<file path="config.mk">
export PLATFORM = sky130hd
export DESIGN_NAME = execute_redirect_ctrl
export DESIGN_NICKNAME = d
export VERILOG_FILES = /design/src/rtl/execute_redirect_ctrl.sv
export SDC_FILE = /design/constraint.sdc
export NUM_CORES = 1
export LEC_CHECK = 0
export BUFFER_PORTS_ARGS = -buffer_cell sky130_fd_sc_hd__buf_2
export CAP_MARGIN = 15
export CORE_MARGIN = 2
export CORE_UTILIZATION = 42
export DETAILED_ROUTE_END_ITERATION = 8
export PLACE_DENSITY = 0.95
export SLEW_MARGIN = 20
export SYNTH_ARGS = -nofsm -noshare
export SYNTH_HDL_FRONTEND = slang
export SYNTH_SLANG_ARGS = --single-unit
</file>
<file path="constraint.sdc">
create_clock -name iCLOCK -period 3.25 [get_ports iCLOCK]
set_input_delay 0 -clock iCLOCK [delete_from_list [all_inputs] [get_ports iCLOCK]]
set_output_delay 0 -clock iCLOCK [all_outputs]
set_load 0.02 [all_outputs]
</file>
<file path="src/rtl/execute_redirect_ctrl.sv">
// Execute-stage front-end redirect sequencer: flush, optional TLB flush, fetch handshake.
// Optional prediction statistics counters are enabled by defining EXECUTE_REDIRECT_PREDICT_STAT_EN.
module execute_redirect_ctrl #(
  parameter int STAT_W = 32
) (
  input  logic              iCLOCK,
  input  logic              iRESET_SYNC,
  input  logic              iJUMP_VALID,
  input  logic [31:0]       iJUMP_ADDR,
  input  logic              iJUMP_SYSREG_PDT,
  input  logic              iJUMP_PREDICT_ENA,
  input  logic              iJUMP_PREDICT_HIT,
  input  logic              iEVENT_REQ,
  input  logic [31:0]       iEVENT_ADDR,
  output logic              oEVENT_ACK,
  output logic              oBUSY,
  output logic              oPIPE_FLUSH,
  output logic              oTLB_FLUSH_REQ,
  input  logic              iTLB_FLUSH_DONE,
  output logic              oFETCH_REQ,
  output logic [31:0]       oFETCH_ADDR,
  input  logic              iFETCH_ACK,
  output logic [STAT_W-1:0] oSTAT_HIT,
  output logic [STAT_W-1:0] oSTAT_MISS
);

  typedef enum logic [1:0] {
    ST_IDLE,
    ST_FLUSH,
    ST_TLB,
    ST_FETCH
  } state_t;

  state_t      state, state_next;
  logic [31:2] addr_q, addr_next;
  logic        pdt_q, pdt_next;
  logic        ack_q, ack_next;

  // Word-aligned target is kept; the low two address bits are never stored.
  always_comb begin
    state_next = state;
    addr_next  = addr_q;
    pdt_next   = pdt_q;
    ack_next   = 1'b0;
    case (state)
      ST_IDLE: begin
        if (iEVENT_REQ) begin
          addr_next  = iEVENT_ADDR[31:2];
          pdt_next   = 1'b0;
          ack_next   = 1'b1;
          state_next = ST_FLUSH;
        end else if (iJUMP_VALID) begin
          addr_next  = iJUMP_ADDR[31:2];
          pdt_next   = iJUMP_SYSREG_PDT;
          state_next = ST_FLUSH;
        end
      end
      ST_FLUSH: state_next = pdt_q ? ST_TLB : ST_FETCH;
      ST_TLB:   if (iTLB_FLUSH_DONE) state_next = ST_FETCH;
      ST_FETCH: if (iFETCH_ACK) state_next = ST_IDLE;
      default:  state_next = ST_IDLE;
    endcase
  end

  always_ff @(posedge iCLOCK) begin
    if (iRESET_SYNC) begin
      state  <= ST_IDLE;
      addr_q <= '0;
      pdt_q  <= 1'b0;
      ack_q  <= 1'b0;
    end else begin
      state  <= state_next;
      addr_q <= addr_next;
      pdt_q  <= pdt_next;
      ack_q  <= ack_next;
    end
  end

  assign oBUSY          = (state != ST_IDLE);
  assign oPIPE_FLUSH    = (state == ST_FLUSH);
  assign oTLB_FLUSH_REQ = (state == ST_TLB);
  assign oFETCH_REQ     = (state == ST_FETCH);
  assign oFETCH_ADDR    = {addr_q, 2'b00};
  assign oEVENT_ACK     = ack_q;

  logic unused_addr_bits;
  assign unused_addr_bits = ^{iJUMP_ADDR[1:0], iEVENT_ADDR[1:0]};

`ifdef EXECUTE_REDIRECT_PREDICT_STAT_EN
  logic [STAT_W-1:0] hit_q, miss_q;
  logic [STAT_W-1:0] stat_one;
  logic              count_en;

  assign stat_one = {{(STAT_W-1){1'b0}}, 1'b1};
  assign count_en = iJUMP_PREDICT_ENA && (state == ST_IDLE);

  // A valid jump under prediction means the front end went the wrong way.
  always_ff @(posedge iCLOCK) begin
    if (iRESET_SYNC) begin
      hit_q  <= '0;
      miss_q <= '0;
    end else if (count_en) begin
      if (iJUMP_PREDICT_HIT && !iJUMP_VALID) begin
        if (hit_q != '1) hit_q <= hit_q + stat_one;
      end else begin
        if (miss_q != '1) miss_q <= miss_q + stat_one;
      end
    end
  end

  assign oSTAT_HIT  = hit_q;
  assign oSTAT_MISS = miss_q;
`else
  logic unused_predict;
  assign unused_predict = ^{iJUMP_PREDICT_ENA, iJUMP_PREDICT_HIT};
  assign oSTAT_HIT      = '0;
  assign oSTAT_MISS     = '0;
`endif

endmodule
</file>
* After elaboration in Yosys (flattened, before gate mapping) *
Cells that the tools add are included.

word-level totals
  output and inout bits = 101
  bits in registers = 34
  logic and storage cells = 28
  input bits = 73

cells by class
  equal/unequal tests = 6
  reduce and logical (&&, ||, !) cells = 6
  bitwise logic cells = 1
  mux-type cells = 11

operator list
  cell                  count
  $mux W30              2
  $mux W2               4
  $pmux W2 S4           1
  $eq A2 B2 Y1 const B  2
  $mux W1               4
  $ne A2 B1 Y1 const B  2
  $reduce_bool A2 Y1    2
  $ne A3 B3 Y1 const B  1
  $reduce_and A3 Y1     1
  $eq A2 B1 Y1 const B  1
  $logic_not A2 Y1      1
  $reduce_and A2 Y1     1
  $reduce_or A2 Y1      1
  $not A1 Y1            1

* Depth between registers and ports, before layout *
Gate-level depths: netlist of run 1.

  depth after elaboration = 3
  gate-level depth with buffers = 7

* Least setup slack after synthesis of run 1 *
OpenSTA, ideal clock, no wires.

  path kind = reg-to-reg
  start = register state[0]
  end = register state[0]
  cell stages (with the launch flop) = 6
  setup slack = 1.697 ns
  buffers on the path = 0
  data arrival time = 1.461 ns
  data required time = 3.158 ns
  clock period less this slack = 1.553 ns
  setup time = 0.092 ns
  path through = dfxtp_1 -> inv_1 -> ha_1 -> nor2b_1 -> or3_1 -> o32ai_1

between the ends
  cells in the longest elaborated chain, start to end = 3

ends and longest elaborated chain
  element                      line  source
  start: declaration           34    state_t state, state_next;
  start signal: assignment     72    state <= state_next;
  $eq A2 B2 Y1 (*)             --
  via oTLB_FLUSH_REQ           18    output logic oTLB_FLUSH_REQ,
  $ne A2 B1 Y1 (no line)       --
  $reduce_and A3 Y1 (no line)  --

Mark *: on every way through the listed nets, which the timed path passes. The rest lies on a longest branch.
A chain may end at the register's enable or synchronous reset.

* Worst setup path after layout of run 1 *
  start = register state[0]
  end = register addr_q[7] (netlist name)

between the ends
  cells in the longest elaborated chain, start to end = 2

ends and longest elaborated chain
  element                      line  source
  $logic_not A2 Y1             45    case (state)
  $reduce_and A2 Y1 (no line)  --
  end signal: assignment       73    addr_q <= addr_next;
  end: declaration             35    logic [31:2] addr_q, addr_next;

Every way passes these cells.

==> results of run 1 <==
cell type report:
class / instances / area (µm²)
clock buffers: 7 / 76.3
fillers: 450 / 2280
inverters: 4 / 15.0
multi-input cells: 178 / 1070
flip-flops and latches: 34 / 681
well taps: 67 / 83.8
repair buffers: 104 / 551
power by group through the flow:
stage	logic, mW	registers, mW	clock network, mW
detailed placement	0.940	0.657	0
global route	1.08	0.671	0.314
finish	0.977	0.647	0.280
global placement	0.913	0.648	0
floorplan	0.599	0.824	0
CTS	0.942	0.649	0.298
what timing repair did:
action / 4_1_cts / 5_1_grt
endpoints found under the hold margin: 1 / 0
endpoints found under the setup margin: 0 / 0
hold buffers: 1 / 0
buffers inserted: 0 / 0
layer usage:
metal  global-route usage  vias up  part of all wire
li1                     -      858                 -
met1                0.139      722              0.36
met2                0.271      102              0.53
met3               0.0415        5             0.093
met4               0.0615        0             0.013
met5                    0        -                 0
registers in the layout, indices dropped and copies added, names as in the netlist:
register,count
pdt_q,1
addr_q,30
state,2
oEVENT_ACK,1
critical path, delay by kind of cell, from the launching register on:
kind,cells,cell delay (ns)
AO/OA/AOI/OAI,2,0.76
flip-flops,1,0.34
buffers and inverters,2,0.38
adder cells (fa/ha/maj),1,0.22
AND/OR/NAND/NOR,1,0.06
cells by family after synthesis:
family,share of synthesized area
simple gates,0.0860
fa+ha+maj,0.0299
compound gates,0.133
buf+inv,0.281
mux,0.143
flops,0.325
other cells,0.00179
per-stage QoR:
step	setup slack, ns	cells	power [mW]
global placement	1.34	385	1.56
floorplan	1.70	297	1.42
finish	1.38	394	1.90
global route	1.20	394	2.07
CTS	1.22	393	1.89
detailed placement	1.24	385	1.60
cell usage in the layout (no fill, tap or decap), types with 2 or more instances in the layout:
| master | netlist | layout |
|---|---|---|
| buf_2 | 8 | 101 |
| conb_1 | 1 | 66 |
| dfxtp_1 | 34 | 34 |
| nor2_1 | 31 | 31 |
| mux2i_1 | 30 | 30 |
| a211oi_1 | 30 | 30 |
| ha_1 | 5 | 5 |
| clkbuf_8 | 0 | 5 |
| inv_1 | 4 | 4 |
| nor2b_1 | 2 | 2 |
| a21oi_1 | 2 | 2 |
| nand2b_1 | 2 | 2 |
| clkbuf_1 | 4 | 2 |
final timing paths:
| kind | startpoint | endpoint | slack [ns] | depth (start not counted) |
|---|---|---|---|---|
| max | state[0]$_SDFFE_PP0P_ | addr_q[7]$_SDFFE_PP0P_ | 1.38 | 6 |
| min | iJUMP_ADDR[21] | addr_q[21]$_SDFFE_PP0P_ | 0.06 | 3 |
| max reg2reg | state[0]$_SDFFE_PP0P_ | addr_q[7]$_SDFFE_PP0P_ | 1.38 | 6 |
| min reg2reg | pdt_q$_SDFFE_PP0P_ | pdt_q$_SDFFE_PP0P_ | 0.49 | 2 |
==> results by group, run 1 <==
Outcome
  • Outcome: finished, final reports clean

Yosys
  • Ys Warns: 0
  • Area share of the largest cell type after synthesis: 0.325
  • Register area share after synthesis: 0.325
  • Post-synth top area cell: dfxtp_1
  • Cells after Synth: roughly 230
  • Most common cell in the netlist: buf_4
  • Avg Inst Size Synth: 9.03 µm²
  • Ranking of synthesized cells by area: dfxtp_1 32%, buf_4 25%, mux2i_1 14%
  • Post-synth cell types: 23
  • Flops & latches, synth: 34
  • Number of flops mapped to enable cells by yosys: 0
  • Async set-or-reset flop fraction in the synthesized netlist: 0
  • Synth Flop Type: dfxtp_1
  • Netlist Area Pre-Place: 0.00209 mm²
  • Most common library cells after synthesis: 69 x buf_4, 34 x dfxtp_1, 31 x nor2_1

Global route
  • Pin count of the biggest net entering global routing: 63
  • Global route overflow: 0
  • Initial antenna violation count: 0
  • Gr usage total: 0.141
  • Vias in the first global route: about 1400
  • First-pass GRT wire length: 6.03 mm

Floorplan
  • # rows: 25
  • Die ar.: 0.00557 mm²
  • Core Footprint: roughly 0.0048 mm²
  • Die H: 74.6 µm
  • Die W: 74.6 µm
  • Initial Utilization: 0.441
  • Io pins: ~170

Final layout
  • Antenna fix cells: 0
  • Utilization after layout: 0.521
  • Area grow syn2layout: 18.3%
  • Final Cell Area: 0.00248 mm²
  • Share of cells above drive strength 1: 0.339
  • Nets: 405

Clock network
  • Post-CTS sizing: 0
  • Clock Latency Late Sink: 0.27 ns
  • CTS tree: built
  • # clock sinks: 34
  • Clk pin slew, worst setup/hold paths: 0.06 ns
  • Max Buffers Root-to-Sink: 2
  • H-tree depth: 2
  • Root buffer cell: clkbuf_8
  • Inserted Clock Buffers: 5

STA
  • Fin crit period: approximately 1.9 ns
  • Fmax: 535 MHz
  • Hold_ws: 0.0557 ns
  • Worst rel slew slack: 0.584
  • Period utilization: 0.575
  • Final hold violation count: 0
  • Slew Limit Fails: 0
  • Skew final: 0.00322 ns
  • RSZ-0062 raised after global routing: false
  • Final setup viols: 0
  • Final TNS setup: 0 ns
  • Worst Tran Pin Value: 0.625 ns

Placement
  • Post-DP HPWL: 3.18 mm
  • Placed Area: 0.00236 mm²
  • Placer Congestion: 0.812
  • Port Buffers: 101

Pwr
  • Combinational Power Share: 0.513
  • Worst vdd ir: 0.368 mV
  • PD cells: 768 mW/mm²
  • Clk network pwr share: 0.147
  • Switching pwr: 0.832 mW
  • Reg power frac: 0.340
  • Cell Int Power: 1.07 mW
  • Switching share of power: 0.437
  • Pleak: about 1.3 nW

Detailed routing
  • Detailed Route WL: approximately 4 mm
  • Drt wl/cell: around 10 µm
  • Drt via density: 4.28
  • DRC: 0
  • Via count: 1687
  • Antenna viol nets, final: 0
  • 1st-pass router iterations: 4
  • First DRT Iteration DRCs: 39

Worst hold path
  • Hold Crit Class: in2reg

Critical path
  • CP Launch Type: flip-flop
  • Cell Chain, Critical Path: inv_1, ha_1, o21a_2, buf_16, nor2_1, a211oi_1
  • Cell type of the slowest stage on the worst timing path: o21a_2
  • CP max FO: 33
  • Critical Path RT: 3.43 ns
  • WP data arrival: slightly above 2 ns
  • Largest stage delay, worst path: 0.53 ns
  • Crit end category: flip-flop
  • CP Class: reg2reg

Run
  • Max Cap Viol: 0
Note: power is estimated with default switching activity, not from simulation.
==> run 2: changes to the inputs <==
--- a/config.mk
+++ b/config.mk
@@ -5,12 +5,13 @@
 export SDC_FILE = /design/constraint.sdc
 export NUM_CORES = 1
 export LEC_CHECK = 0
+export ABC_AREA = 1
 export BUFFER_PORTS_ARGS = -buffer_cell sky130_fd_sc_hd__buf_2
 export CAP_MARGIN = 15
 export CORE_MARGIN = 2
-export CORE_UTILIZATION = 42
+export CORE_UTILIZATION = 36
 export DETAILED_ROUTE_END_ITERATION = 8
-export PLACE_DENSITY = 0.95
+export PLACE_DENSITY = 0.9
 export SLEW_MARGIN = 20
 export SYNTH_ARGS = -nofsm -noshare
 export SYNTH_HDL_FRONTEND = slang
==> constraint.sdc (replaced) <==
create_clock -name iCLOCK -period 1.7 [get_ports iCLOCK]
set_input_delay 0 -clock iCLOCK [delete_from_list [all_inputs] [get_ports iCLOCK]]
set_output_delay 0 -clock iCLOCK [all_outputs]
set_load 0.02 [all_outputs]
==> run 2 against run 1 <==
Compared with the run above:
- flip-flop and latch count unchanged
- routed wire length up 25%
- final area up 5.2%
- maximum frequency up 27%
- area after synthesis up 3.4%
- synthesized cell count up 43%
- sequential power up 72%
- die area up 19%
- via count up 26%
==> results by group, run 2 <==
Final layout
  • Largest regs: addr_q x30, state x2
  • Largest register FFs: 30 (unchanged)
  • Area grow syn2layout: 20.3%
  • Share of cells above drive strength 1: 0.273 (-0.0663)
  • Nets: 509 (+26%)
  • Antenna fix cells: 0 (unchanged)
  • Most common cell after layout, fill and taps aside: nand2_1
  • Utilization after layout: 0.445 (-0.0758)
  • Most frequent cells in the layout: 160 x nand2_1, 101 x buf_2, 66 x conb_1, 34 x dfxtp_1, 33 x a21oi_1
  • Post-Layout Cell Count: 507 (+29%)
  • Largest Register: addr_q

Yosys
  • Ranking of synthesized cells by area: dfxtp_1 31%, nand2_1 28%, buf_4 23%
  • Flops & latches, synth: 34 (unchanged)
  • Cells after Synth: 332 (+43%)
  • Register area share after synthesis: 0.314 (-0.0107)
  • Post-synth cell types: 16 (-30%)
  • Most common library cells after synthesis: 160 x nand2_1, 66 x buf_4, 34 x dfxtp_1
  • Synth Flop Type: dfxtp_1
  • Avg Inst Size Synth: 6.52 µm² (-28%)
  • Most common cell in the netlist: nand2_1
  • Ys Warns: 0 (unchanged)
  • Async set-or-reset flop fraction in the synthesized netlist: 0 (unchanged)
  • Post-synth top area cell: dfxtp_1
  • Number of flops mapped to enable cells by yosys: 0 (unchanged)
  • Netlist Area Pre-Place: 0.00217 mm² (+3.4%)
  • Area share of the largest cell type after synthesis: 0.314 (-0.0107)

Critical path
  • WP data arrival: 1.68 ns (-0.36 ns)
  • Worst path top cell family by delay: buffers and inverters
  • Worst path buffer plus inverter count: 4 (+2)
  • CP max FO: 23 (-30%)
  • CP Launch Type: flip-flop
  • CP most frequent cell: inv_1
  • Cell Chain, Critical Path: inv_1, ha_1, inv_1, nor2_4, inv_2, buf_12, nand2_1, a21oi_1
  • Cell type of the slowest stage on the worst timing path: dfxtp_1
  • Critical Path RT: 1.90 ns (-1.53 ns)
  • Largest stage delay, worst path: 0.42 ns (-0.11 ns)
  • Crit end category: flip-flop
  • CP Class: reg2reg

STA
  • Fin crit period: 1.48 ns (-0.391 ns)
  • Final TNS setup: 0 ns (unchanged)
  • Worst Tran Pin Value: 0.630 ns (+0.00525 ns)
  • Fmax: 677 MHz (+27%)
  • Slew Limit Fails: 0 (unchanged)
  • Skew final: 0.00600 ns (+0.00278 ns)
  • Final setup viols: 0 (unchanged)
  • Final hold violation count: 0 (unchanged)
  • Period utilization: 0.868 (+0.294)
  • Setup WS post-layout: 0.224 ns (-1.16 ns)
  • RSZ-0062 raised after global routing: false
  • Worst rel slew slack: 0.580 (-0.00350)

Detailed routing
  • Antenna viol nets, final: 0 (unchanged)
  • DRC: 0 (unchanged)
  • Detailed Route WL: 5.14 mm (+25%)
  • Drt wl/cell: 10.1 µm (-3.0%)
  • 1st-pass router iterations: 4 (unchanged)
  • First DRT Iteration DRCs: 49 (+26%)
  • Via count: 2127 (+26%)
  • Drt via density: 4.20 (-2.0%)

Floorplan
  • # rows: 28 (+12%)
  • Die ar.: 0.00665 mm² (+19%)
  • Io pins: 174 (unchanged)
  • Core Footprint: 0.00585 mm² (+23%)
  • Die H: 81.6 µm (+9.3%)
  • Initial Utilization: 0.370 (-0.0703)
  • Die W: 81.6 µm (+9.3%)

Clock network
  • Max Buffers Root-to-Sink: 2 (unchanged)
  • Clock Latency Late Sink: 0.28 ns (about the same)
  • # clock sinks: 34 (unchanged)
  • H-tree depth: 2 (unchanged)
  • Postcts setup bufs: 0 (unchanged)
  • Inserted Clock Buffers: 5 (unchanged)
  • Root buffer cell: clkbuf_8
  • Clk pin slew, worst setup/hold paths: 0.07 ns (about the same)
  • CTS tree: built

Global route
  • Initial antenna violation count: 0 (unchanged)
  • Vias in the first global route: 1905 (+33%)
  • Pin count of the biggest net entering global routing: 35 (-44%)
  • Global route overflow: 0 (unchanged)
  • Gr usage total: 0.151 (+0.00951)
  • First-pass GRT wire length: 7.82 mm (+30%)

Pwr
  • Pleak: 1.53 nW (+13%)
  • PD cells: 1280 mW/mm² (+67%)
  • Worst vdd ir: 0.767 mV (+110%)

Worst hold path
  • Hold Crit Class: in2reg

Run
  • Max Cap Viol: 0 (unchanged)

Placement
  • Post-Place Cells: 498 (+29%)
  • Placer Congestion: 0.704 (-13%)
  • Place WS: 0.225 ns (-1.02 ns)
  • Post-DP HPWL: 4.02 mm (+27%)
  • Port Buffers: 101 (unchanged)

Outcome
  • Outcome: finished, final reports clean
[run 2: cell types whose count changed after synthesis, moves of 30 or more]
cell / change
nor2_1: -30
a21oi_1: +31
a211oi_1: -30
mux2i_1: -30
nand2_1: +159
[run 2: path summary, 6_finish.rpt]
check	start	to	slack (ns)	cells after the start
setup / recovery	state[0]$_SDFFE_PP0P_	addr_q[6]$_SDFFE_PP0P_	0.22	8
hold / removal	iJUMP_ADDR[21]	addr_q[21]$_SDFFE_PP0P_	0.07	5
setup reg to reg	state[0]$_SDFFE_PP0P_	addr_q[6]$_SDFFE_PP0P_	0.22	8
hold reg to reg	addr_q[20]$_SDFFE_PP0P_	addr_q[20]$_SDFFE_PP0P_	0.46	2
[run 2: report_power, final]
part	internal [mW]	switching (mW)	total, mW
Sequential	0.994	0.111	1.11
Combinational	0.548	1.09	1.63
Clock	0.327	0.277	0.604
[run 2: what timing repair did]
item	CTS	global route
hold endpoints to repair	1	0
hold buffers	1	0
resized for setup	0	0
[run 2: per-stage QoR]
step / power (mW) / cell area, µm² / hold slack [ns]
6_report: 3.34 / 2610 / 0.0652
5_1_grt: 3.61 / 2610 / 0.0731
4_1_cts: 3.39 / 2610 / 0.0472
3_5_place_dp: 2.76 / 2500 / 0.278
3_3_place_gp: 2.69 / 2500 / 0.274
2_1_floorplan: 2.33 / 2410 / 0.160
[run 2: final cells by class]
class / count / area (µm²)
flip-flops and latches: 34 / 681
fillers: 627 / 3250
multi-input cells: 272 / 1120
inverters: 9 / 33.8
clock inverters: 1 / 5.00
well taps: 75 / 93.8
repair buffers: 109 / 581
clock buffers: 7 / 86.3
[run 2: worst min-delay path, cell delays in order]
cell and delay, ns:
buf_2 0.09, nand2_1 0.05, nand2_1 0.04, nand2_1 0.06
a21oi_1 0.06
[run 2: metal layers]
metal | share of wire | GRT usage | wire length, µm | vias up
met1 | 0.40 | 0.160 | 2040 | 948
met3 | 0.086 | 0.0429 | 442 | 5
li1 | - | - | - | 1076
met2 | 0.51 | 0.280 | 2610 | 98
met5 | 0 | 0 | 0 | -
met4 | 0.0078 | 0.0576 | 40 | 0
[run 2: kinds of logic after synthesis]
group,synth area share
and+or+nand+nor,0.300
other,0.00173
adders and majority gates,0.0289
AOI/OAI and AO/OA,0.0763
buffers and inverters,0.279
DFF,0.314
